[config.mk]
export PLATFORM = sky130hd
export DESIGN_NAME = inc16_serial_ctrl
export DESIGN_NICKNAME = d
export VERILOG_FILES = /design/src/rtl/inc16_serial_ctrl.sv
export SDC_FILE = /design/constraint.sdc
export NUM_CORES = 1
export LEC_CHECK = 0
export CAP_MARGIN = 10
export CORE_MARGIN = 1.5
export CORE_UTILIZATION = 46
export CTS_CLUSTER_DIAMETER = 30
export DETAILED_ROUTE_END_ITERATION = 7
export PLACE_DENSITY = 0.72
export SLEW_MARGIN = 30
export SYNTH_ARGS = -nofsm -noshare
export SYNTH_HDL_FRONTEND = slang
export SYNTH_SLANG_ARGS = --single-unit
[constraint.sdc]
create_clock -name clk_i -period 2.6 [get_ports clk_i]
set_input_delay 0.52 -clock clk_i [delete_from_list [all_inputs] [get_ports clk_i]]
set_output_delay 0.52 -clock clk_i [all_outputs]
set_load 0.005 [all_outputs]
[src/rtl/inc16_serial_ctrl.sv]
// ---------------------------------------------------------------------------
// inc16_serial_ctrl
//
// Nibble-serial incrementer. Computes dout = din + 1 (mod 2^DATA_W) by reusing
// one NIB_W-bit half-adder ripple slice over DATA_W/NIB_W cycles. The ripple
// carry between nibbles is kept in a register. This trades latency for a much
// shorter adder. The block uses a start/ready/done handshake.
//
// Optional build macro:
//   INC_EARLY_EXIT_EN - leave RUN as soon as a slice produces no carry-out.
//                       The remaining upper nibbles already equal the operand.
//                       The results are identical in both builds; only the
//                       timing differs.
//
// Ports:
//   clk_i    in   1       clock, every state update happens on the rising edge
//   rst_i    in   1       synchronous active-high reset
//   start_i  in   1       request, sampled only while ready_o = 1
//   din_i    in   DATA_W  operand, captured on the accepting edge
//   ready_o  out  1       high only in IDLE
//   busy_o   out  1       high while nibbles are being processed (RUN)
//   done_o   out  1       one-cycle pulse; dout_o/cout_o valid from this cycle
//   dout_o   out  DATA_W  din + 1, held until the next done
//   cout_o   out  1       final carry, 1 iff the operand was all ones
// ---------------------------------------------------------------------------
module inc16_serial_ctrl #(
   parameter int DATA_W = 16,
   parameter int NIB_W  = 4
) (
   input  logic              clk_i,
   input  logic              rst_i,
   input  logic              start_i,
   input  logic [DATA_W-1:0] din_i,
   output logic              ready_o,
   output logic              busy_o,
   output logic              done_o,
   output logic [DATA_W-1:0] dout_o,
   output logic              cout_o
);

   localparam int STEPS = DATA_W / NIB_W;
   localparam int IDX_W = (STEPS > 1) ? $clog2(STEPS) : 1;

   typedef enum logic [1:0] {
      IDLE = 2'd0,
      RUN  = 2'd1,
      DONE = 2'd2
   } state_t;

   state_t              state_q, state_d;
   logic [DATA_W-1:0]   work_q, work_d;
   logic                carry_q, carry_d;
   logic [IDX_W-1:0]    idx_q, idx_d;
   logic [DATA_W-1:0]   dout_q, dout_d;
   logic                cout_q, cout_d;

   logic [NIB_W-1:0]    sliceIn;
   logic [NIB_W-1:0]    sliceSum;
   logic                sliceCout;
   logic                rippleC;
   logic [DATA_W-1:0]   workUpd;
   logic                lastStep;
   logic                finish;

   // State register. Reset discards any partial result and clears the outputs.
   always_ff @(posedge clk_i) begin
      if (rst_i) begin
         state_q <= IDLE;
         work_q  <= '0;
         carry_q <= 1'b0;
         idx_q   <= '0;
         dout_q  <= '0;
         cout_q  <= 1'b0;
      end else begin
         state_q <= state_d;
         work_q  <= work_d;
         carry_q <= carry_d;
         idx_q   <= idx_d;
         dout_q  <= dout_d;
         cout_q  <= cout_d;
      end
   end

   // The shared slice is a half-adder ripple with no B operand. The stored
   // carry enters at the LSB. That carry is 1 for the first nibble, which
   // supplies the "+1".
   always_comb begin
      sliceIn = work_q[32'(idx_q)*NIB_W +: NIB_W];
      rippleC = carry_q;
      sliceSum = '0;
      for (int i = 0; i < NIB_W; i++) begin
         sliceSum[i] = sliceIn[i] ^ rippleC;
         rippleC     = sliceIn[i] & rippleC;
      end
      sliceCout = rippleC;
      workUpd = work_q;
      workUpd[32'(idx_q)*NIB_W +: NIB_W] = sliceSum;
   end

   assign lastStep = (idx_q == IDX_W'(STEPS - 1));

`ifdef INC_EARLY_EXIT_EN
   // Once the carry dies out, the upper nibbles can no longer change.
   assign finish = lastStep || !sliceCout;
`else
   assign finish = lastStep;
`endif

   // Next-state and datapath update. dout/cout are written only on the way
   // into DONE, so partially processed words never reach the outputs.
   always_comb begin
      state_d = state_q;
      work_d  = work_q;
      carry_d = carry_q;
      idx_d   = idx_q;
      dout_d  = dout_q;
      cout_d  = cout_q;
      case (state_q)
         IDLE: begin
            if (start_i) begin
               work_d  = din_i;
               carry_d = 1'b1;
               idx_d   = '0;
               state_d = RUN;
            end
         end
         RUN: begin
            work_d  = workUpd;
            carry_d = sliceCout;
            if (finish) begin
               dout_d  = workUpd;
               cout_d  = sliceCout;
               idx_d   = '0;
               state_d = DONE;
            end else begin
               idx_d = idx_q + 1'b1;
            end
         end
         DONE: begin
            state_d = IDLE;
         end
         default: begin
            state_d = IDLE;
         end
      endcase
   end

   // Handshake outputs are pure decodes of the current state.
   always_comb begin
      ready_o = 1'b0;
      busy_o  = 1'b0;
      done_o  = 1'b0;
      case (state_q)
         IDLE:    ready_o = 1'b1;
         RUN:     busy_o  = 1'b1;
         DONE:    done_o  = 1'b1;
         default: ready_o = 1'b0;
      endcase
   end

   assign dout_o = dout_q;
   assign cout_o = cout_q;

endmodule

Yosys cells after proc, flatten, opt, wreduce, memory -nomap -nowiden
Index checks and enable logic that the tools add are counted.
{ "totals": {"elab_cells": 43, "output_inout_bits": 20, "register_bits": 38} }
{ "op_classes": {"n_shift": 3, "n_mux": 14, "n_bitwise": 8, "n_addsub": 2, "reduce_logical": 5, "n_eq_ne": 5} }
{ "ops": {"columns": ["op", "n"], "rows": [
  ["4-bit negator with 34-bit output", 1],
  ["4-bit by 34-bit variable shift with 16-bit output (first input constant)", 1],
  ["4-bit by 34-bit variable part select with 16-bit output", 1],
  ["16-bit one-hot mux with 2 select lines", 1],
  ["16-bit bitwise mux", 1],
  ["16-bit two-way mux", 1],
  ["16-bit by 5-bit variable part select with 4-bit output", 1],
  ["2-bit two-way mux", 4],
  ["2-bit one-hot mux with 2 select lines", 2],
  ["2-bit AND reduction", 3],
  ["1-bit AND", 4],
  ["2-bit equality test (second input constant)", 2],
  ["1-bit two-way mux", 4],
  ["2-bit inequality test (second input constant)", 2],
  ["1-bit bitwise XOR", 4],
  ["2-bit by 1-bit adder with 2-bit output (second input constant)", 1],
  ["2-bit by 1-bit equality test with 1-bit output (second input constant)", 1],
  ["2-bit zero test", 1],
  ["1-bit one-hot mux with 2 select lines", 1],
  ["2-bit nonzero test", 1]
]} }

Longest topological paths before layout
{ "logic_depth": {"ltp_word": 8, "depth_mapped": 8} }

Least setup slack after synthesis
Ideal clock, no wire load.
{ "synth_path": {"kind": "reg-to-reg", "startpoint": "register idx_q[0]", "endpoint": "register work_q[3]", "setup_time_ns": 0.130, "path_stages_with_launch": 9, "arrival_ns": 2.338, "required_time_ns": 2.470, "slack_ns": 0.133, "n_path_buf": 1, "path_cell_list": "dfxtp_1 > buf_6 > mux4_1 > ha_1 > ha_1 > ha_1 > ha_1 > a311oi_1 > o41ai_2"} }
{ "synth_between": {"elab_chain_len": 8} }
{ "synth_lines": {"columns": ["element", "line_no", "source"], "rows": [
  ["from (decl)", "53", "logic [IDX_W-1:0] idx_q, idx_d;"],
  ["from (signal assigned)", "78", "idx_q <= idx_d;"],
  ["16-bit by 5-bit variable part select with 4-bit output", "88", "sliceIn = work_q[32'(idx_q)*NIB_W +: NIB_W];"],
  ["1-bit AND (3 in a row)", "93", "rippleC = sliceIn[i] & rippleC;"],
  ["1-bit bitwise XOR", "92", "sliceSum[i] = sliceIn[i] ^ rippleC;"],
  ["4-bit by 34-bit variable part select with 16-bit output", "97", "workUpd[32'(idx_q)*NIB_W +: NIB_W] = sliceSum;"],
  ["16-bit bitwise mux *", "97", null],
  ["16-bit one-hot mux with 2 select lines *", "118", "case (state_q)"],
  ["to (signal assigned)", "76", "work_q <= work_d;"],
  ["to (decl)", "51", "logic [DATA_W-1:0] work_q, work_d;"]
]} }
Mark *: on every way between the ends. The rest lies on a longest branch, timed or not.
A chain may end at the register's enable or synchronous reset.

Final worst setup path
{ "layout_path": {"startpoint": "register idx_q[1]", "endpoint": "register work_q[3]"} }
Same word-level chain as after synthesis.

==> results.json <==
{
  "clock_latency_ps": 290,
  "max-clock-path-buffers": 2,
  "hp-class": "reg2reg",
  "ff2ff_path_depth": 6,
  "worst_setup_path_start_kind": "flop",
  "post_cts_resized": 0,
  "synth_ff_type": "dfxtp_1",
  "power-per-cell-area_nw_per_um2": 540.1,
  "reg2reg_from": "idx_q[1]$_SDFFE_PP0P_",
  "viasPerCell": 5.953,
  "start_util": 0.4929,
  "drv_cap": 0,
  "antenna_found_initial": 0,
  "tightest_slew_ps": 801.7,
  "finalHoldViolCount": 0,
  "grtUsageMet2": 0.3077,
  "syn_area_per_cell_um2": 9.658,
  "fin_skew_ps": 3.012,
  "cts_tree": "yes",
  "die_area_um2": 4816,
  "ys_async_sr_fraction": 0,
  "final_nets": 274,
  "synth-edff-count": 0,
  "cp_slowest_cell": "mux4_1",
  "placed_cell_area_um2": 2439,
  "grt_pass1_vias": 1556,
  "area_delta_synth_final_pct": 25.48,
  "yosysWarnings": 0,
  "vias": 1762,
  "tns_ps": 0,
  "whs_ps": 497.9,
  "min_to": "dout_o[6]$_SDFFE_PP0P_",
  "power.share.clock": 0.358,
  "route.antenna.remaining_nets": 0,
  "overflow": 0,
  "cts_max_level": 2,
  "p_int_uw": 1017,
  "status": "complete, no violations",
  "utilization": 0.6184,
  "ys_types": 31,
  "drc": 0,
  "cts_root_buf": "clkbuf_8",
  "period_needed_ps": 2418,
  "combPwrFrac": 0.182,
  "ios": 39,
  "wirelength_um": 4724,
  "swShare": 0.2600,
  "arrival_ps": 2570,
  "ir_drop_mv": 0.2804,
  "diodes": 0,
  "timing.rr.end": "work_q[3]$_SDFFE_PP0P_",
  "crit_required_ps": 2750,
  "cts_sinks": 38,
  "use_met1": 0.2940,
  "cpMostUsedCell": "ha_1",
  "critPathLaunch": "idx_q[1]$_SDFFE_PP0P_",
  "drt-pass1-iter-count": 4,
  "postCtsSetupBuffers": 0,
  "grtUsageMet3": 0.04651,
  "layout_setup_ws_ps": 182.2,
  "num_rows": 23,
  "synth_seq_cells": 38,
  "fin_area_um2": 2545,
  "min-delay-start": "dout_o[6]$_SDFFE_PP0P_",
  "numCtsBuffers": 5,
  "p_leak_uw": 0.0009381,
  "crit_path_end_kind": "flop",
  "syn-num-nets": 239,
  "drt_iter0_drc": 123,
  "grt_pass1_wl_um": 7921,
  "track_usage": 0.2058,
  "synth_top_area_share": 0.3751,
  "n_fill_cell": 369,
  "rsz0062_at_grt": "no",
  "switching_power_uw": 357.4,
  "holdBufCountCts": 0,
  "cp_max_fo": 6,
  "clock.fmax_mhz": 413.6,
  "io_buffers": 38,
  "gp_congestion": 0.8389,
  "seq_area_frac_synth": 0.3751,
  "die_h_um": 69.40,
  "slew_headroom": 0.4638,
  "synth_area_leaders": "dfxtp_1 (38%), a211oi_1 (9.3%), ha_1 (6.2%)",
  "syn_inst": 210,
  "path_cells": "mux4_1 -> ha_1 -> ha_1 -> ha_1 -> a311oi_1 -> o41ai_2",
  "drv_slew": 0,
  "p_seq_frac": 0.459,
  "holdPathStages": 2,
  "grt_max_degree": 34,
  "wire_per_inst_um": 15.96,
  "synth_top_area_cell": "dfxtp_1",
  "busiest_layer": "met2",
  "place_ws_ps": 206.5,
  "finalCritPeriodShare": 0.9299,
  "synthesis.area_um2": 2028,
  "crit_path_max_incr_delay_ps": 600,
  "r2r_slack_ps": 180,
  "coreArea_um2": 4115,
  "clk_pin_slew_ps": 70,
  "drive_gt1_frac": 0.1057,
  "hpwl_um": 3509,
  "setup_viol": 0,
  "path_class": "reg2reg",
  "die_w_um": 69.40
}
[cells in the final DEF, fill, tap and decap left out, types with 2 or more instances in the layout]
master / synthesis / layout
dfxtp_1: 38 / 38
clkdlybuf4s50_1: 0 / 38
nor2_1: 30 / 30
a211oi_1: 25 / 25
nor2b_1: 17 / 17
a31oi_1: 12 / 12
ha_1: 10 / 10
buf_4: 4 / 10
o22ai_1: 9 / 9
a311oi_1: 7 / 7
nand3b_1: 7 / 7
o41ai_2: 5 / 5
clkbuf_8: 0 / 5
inv_1: 4 / 4
a21oi_1: 4 / 4
mux4_1: 3 / 3
nor3_1: 3 / 3
and3b_1: 2 / 2
mux2i_1: 2 / 2
o41ai_1: 2 / 2
a22oi_1: 2 / 2
clkbuf_1: 6 / 2
[power by group through the flow]
stage	Sequential [uW]	Combinational (uW)	Clock, uW
2_1_floorplan	637	173	0
3_3_place_gp	644	246	0
3_5_place_dp	645	249	0
4_1_cts	631	250	502
5_1_grt	635	274	526
6_report	631	250	493
[flip-flops by register name, summed over array words and instances, names as in the netlist]
name / count
carry_q: 1
cout_o: 1
dout_o: 16
idx_q: 2
state_q: 2
work_q: 16
[cell families after synthesis]
group / Yosys count / share of synthesized area
multiplexers: 6 / 0.05984
adder cells (fa/ha/maj): 10 / 0.06169
flip-flops: 38 / 0.3751
AND/OR/NAND/NOR: 64 / 0.1789
buffers and inverters: 24 / 0.06045
AO/OA/AOI/OAI: 68 / 0.2640
[cells in the mapped netlist, types with 2 or more instances]
cell type and number:
nand3b_1 7, a21oi_1 4, o41ai_1 2, dfxtp_1 38
mux2i_1 2, inv_1 4, buf_2 8, a22oi_1 2
buf_4 4, nor2_1 30, nor2b_1 17, ha_1 10
a31oi_1 12, a311oi_1 7, o41ai_2 5, mux4_1 3
nor3_1 3, clkbuf_1 6, o22ai_1 9, and3b_1 2
a211oi_1 25
[per-layer routing]
layer / share of wire / vias up
met5: 0 / -
met4: 0.014 / 0
met2: 0.46 / 55
met1: 0.47 / 827
met3: 0.055 / 8
li1: - / 872
[critical path: cells and delay by family (launching register included)]
kind | cells | cell delay [ps]
AOI/OAI and AO/OA | 2 | 450
adders and majority gates | 3 | 750
DFF | 1 | 480
muxes | 1 | 600
[metrics by stage]
| step | cells | power (uW) |
|---|---|---|
| after floorplan | 210 | 809.4 |
| after global placement | 288 | 889.7 |
| after detailed placement | 288 | 894.0 |
| after CTS | 296 | 1383 |
| after global routing | 296 | 1434 |
| final | 296 | 1375 |
[how the worst max path moves through the flow]
stage / end / slack [ps] / cells after the start
after floorplan: work_q[3]$_SDFFE_PP0P_ / 130 / 8
after global placement: work_q[3]$_SDFFE_PP0P_ / 250 / 6
after detailed placement: work_q[3]$_SDFFE_PP0P_ / 210 / 6
after CTS: work_q[3]$_SDFFE_PP0P_ / 170 / 6
after global routing: work_q[3]$_SDFFE_PP0P_ / 50 / 6
final: work_q[3]$_SDFFE_PP0P_ / 180 / 6
[area by class of cell]
cell class / count / area, um2 / area share
Clock buffer: 7 / 76.32 / 0.02999
Multi-Input combinational cell: 148 / 1145 / 0.4499
Tap cell: 50 / 62.56 / 0.02458
Clock inverter: 1 / 30.03 / 0.01180
Sequential cell: 38 / 760.7 / 0.2989
Timing Repair Buffer: 48 / 455.4 / 0.1790
Inverter: 4 / 15.01 / 0.005900
(Power assumes the default switching activity.)
==> RTL edit (same flow settings) <==
Change the parameter `NIB_W` from 4 to 16.
--- a/src/rtl/inc16_serial_ctrl.sv
+++ b/src/rtl/inc16_serial_ctrl.sv
@@ -27,3 +27,3 @@
    parameter int DATA_W = 16,
-   parameter int NIB_W  = 4
+   parameter int NIB_W  = 16
 ) (
Function: changed (a bounded check fails within 4 cycles, from zero or initial values and one cycle with rst_i high).
==> RTL edit against the unedited design <==
The run now ends with setup timing left; routed wire length shrank 23%; sequential cell count down 2; synthesized area fell by 17%; via count is 25% lower; combinational power decreased by 8%; first-iteration DRC count shrank 59%; worst setup slack lost 900 ps; clock skew grew 1.5 ps; total power decreased by 15%; hold slack worse by 35 ps; design area down 7.6%; largest power group unchanged.
==> RTL edit: results <==
{
  "outcome": "finished with violations",
  "violations": "setup timing",
  "seq_cell_power_uw": 620,
  "vdd_drop_max_mv": 0.294,
  "skew_ps": 4.47,
  "grt_pass1_wl_mm": 6.09,
  "ys_top_cells_by_area": "dfxtp_1 43%, ha_1 12%, a211oi_2 9.7%, mux2i_1 9.5%, nand2_1 7.6%",
  "path_max_fanout": 2,
  "worstPathArrival_ps": 3590,
  "place.gp.congestion": 0.716,
  "muxShareOfSynthArea_pct": 9.53,
  "clkLatencyLatePin_ps": 350,
  "final_nets": 245,
  "pwr-share-comb_pct": 19.8,
  "syn_nets": 209,
  "grt_max_degree": 37,
  "ff2ff_path_depth": 18,
  "synthArstFlopShare_pct": 0,
  "dr_wl_met3_um": 108,
  "wl_met1_mm": 1.58,
  "setup_viol": 11,
  "slew_headroom_pct": 69.5,
  "drive_gt1_share_pct": 22.3,
  "p_seq_share_pct": 53.0,
  "synthTopCellsByCount": "36 x dfxtp_1, 34 x nand2_1, 20 x nor2_1",
  "clk_pin_slew_worst_paths_ps": 100,
  "seq_area_frac_synth_pct": 42.9,
  "drt_iter0_markers": 51,
  "num_vias": 1327,
  "ys_types": 19,
  "routedWlPerCell_um": 14.1,
  "cpMaxStageDelayCell": "dfxtp_2",
  "placed_area_mm2": 0.00226,
  "p_leak_nw": 0.809,
  "p_sw_share_pct": 27.8,
  "wl_met2_mm": 1.85,
  "tns_ps": -4030,
  "cpPeakStageDelay_ps": 350,
  "fin_ws_ps": -722
}
## RTL edit: cell types whose count changed in the layout (fill, tap and decap cells not counted), moves of 13 or more
cell | before | now
ha_4 | 0 | 16
nand2_1 | 0 | 32
mux2i_1 | 2 | 15
a211oi_2 | 0 | 13
a211oi_1 | 25 | 3
nor2b_1 | 17 | 1
## RTL edit: stage by stage
step / worst slack [ps] / instances / hold slack (ps)
detailed placement: -678 / 249 / 450
global placement: -605 / 249 / 441
global route: -788 / 257 / 482
finish: -722 / 257 / 463
floorplan: -573 / 174 / 443
CTS: -696 / 257 / 465
## RTL edit: final cells by class
class                      instances  area [µm²]
clock buffer                       8        58.8
fill                             272        1060
inverter                           1        3.75
multi-input combinational        124        1100
sequential                        36         723
tap                               46        57.6
timing repair buffer              42         410
## RTL edit: final timing paths
path / end / slack (ps) / start
setup / recovery: work_q[15]$_SDFFE_PP0P_ / -720 / carry_q$_SDFFE_PP0P_
hold / removal: dout_o[6]$_SDFFE_PP0P_ / 460 / dout_o[6]$_SDFFE_PP0P_
setup reg to reg: work_q[15]$_SDFFE_PP0P_ / -720 / carry_q$_SDFFE_PP0P_
hold reg to reg: dout_o[6]$_SDFFE_PP0P_ / 460 / dout_o[6]$_SDFFE_PP0P_
## RTL edit: layer usage
layer | global-route usage, % | vias up
met5 | 0 | -
met4 | 10.6 | 0
met3 | 3.75 | 8
met2 | 34.2 | 26
met1 | 22.2 | 623
li1 | - | 670
## RTL edit: repair_timing
action / 4_1_cts / 5_1_grt
endpoints found under the setup margin: 11 / 12
cloned: 0 / 0
gates resized for setup: 2 / 5
pin swaps: 2 / 1
## RTL edit: critical path: cells and delay by family (launching register included)
kind | cells | cell delay, ps
fa+ha+maj | 16 | 2560
flops | 1 | 350
compound gates | 1 | 230
mux | 1 | 70
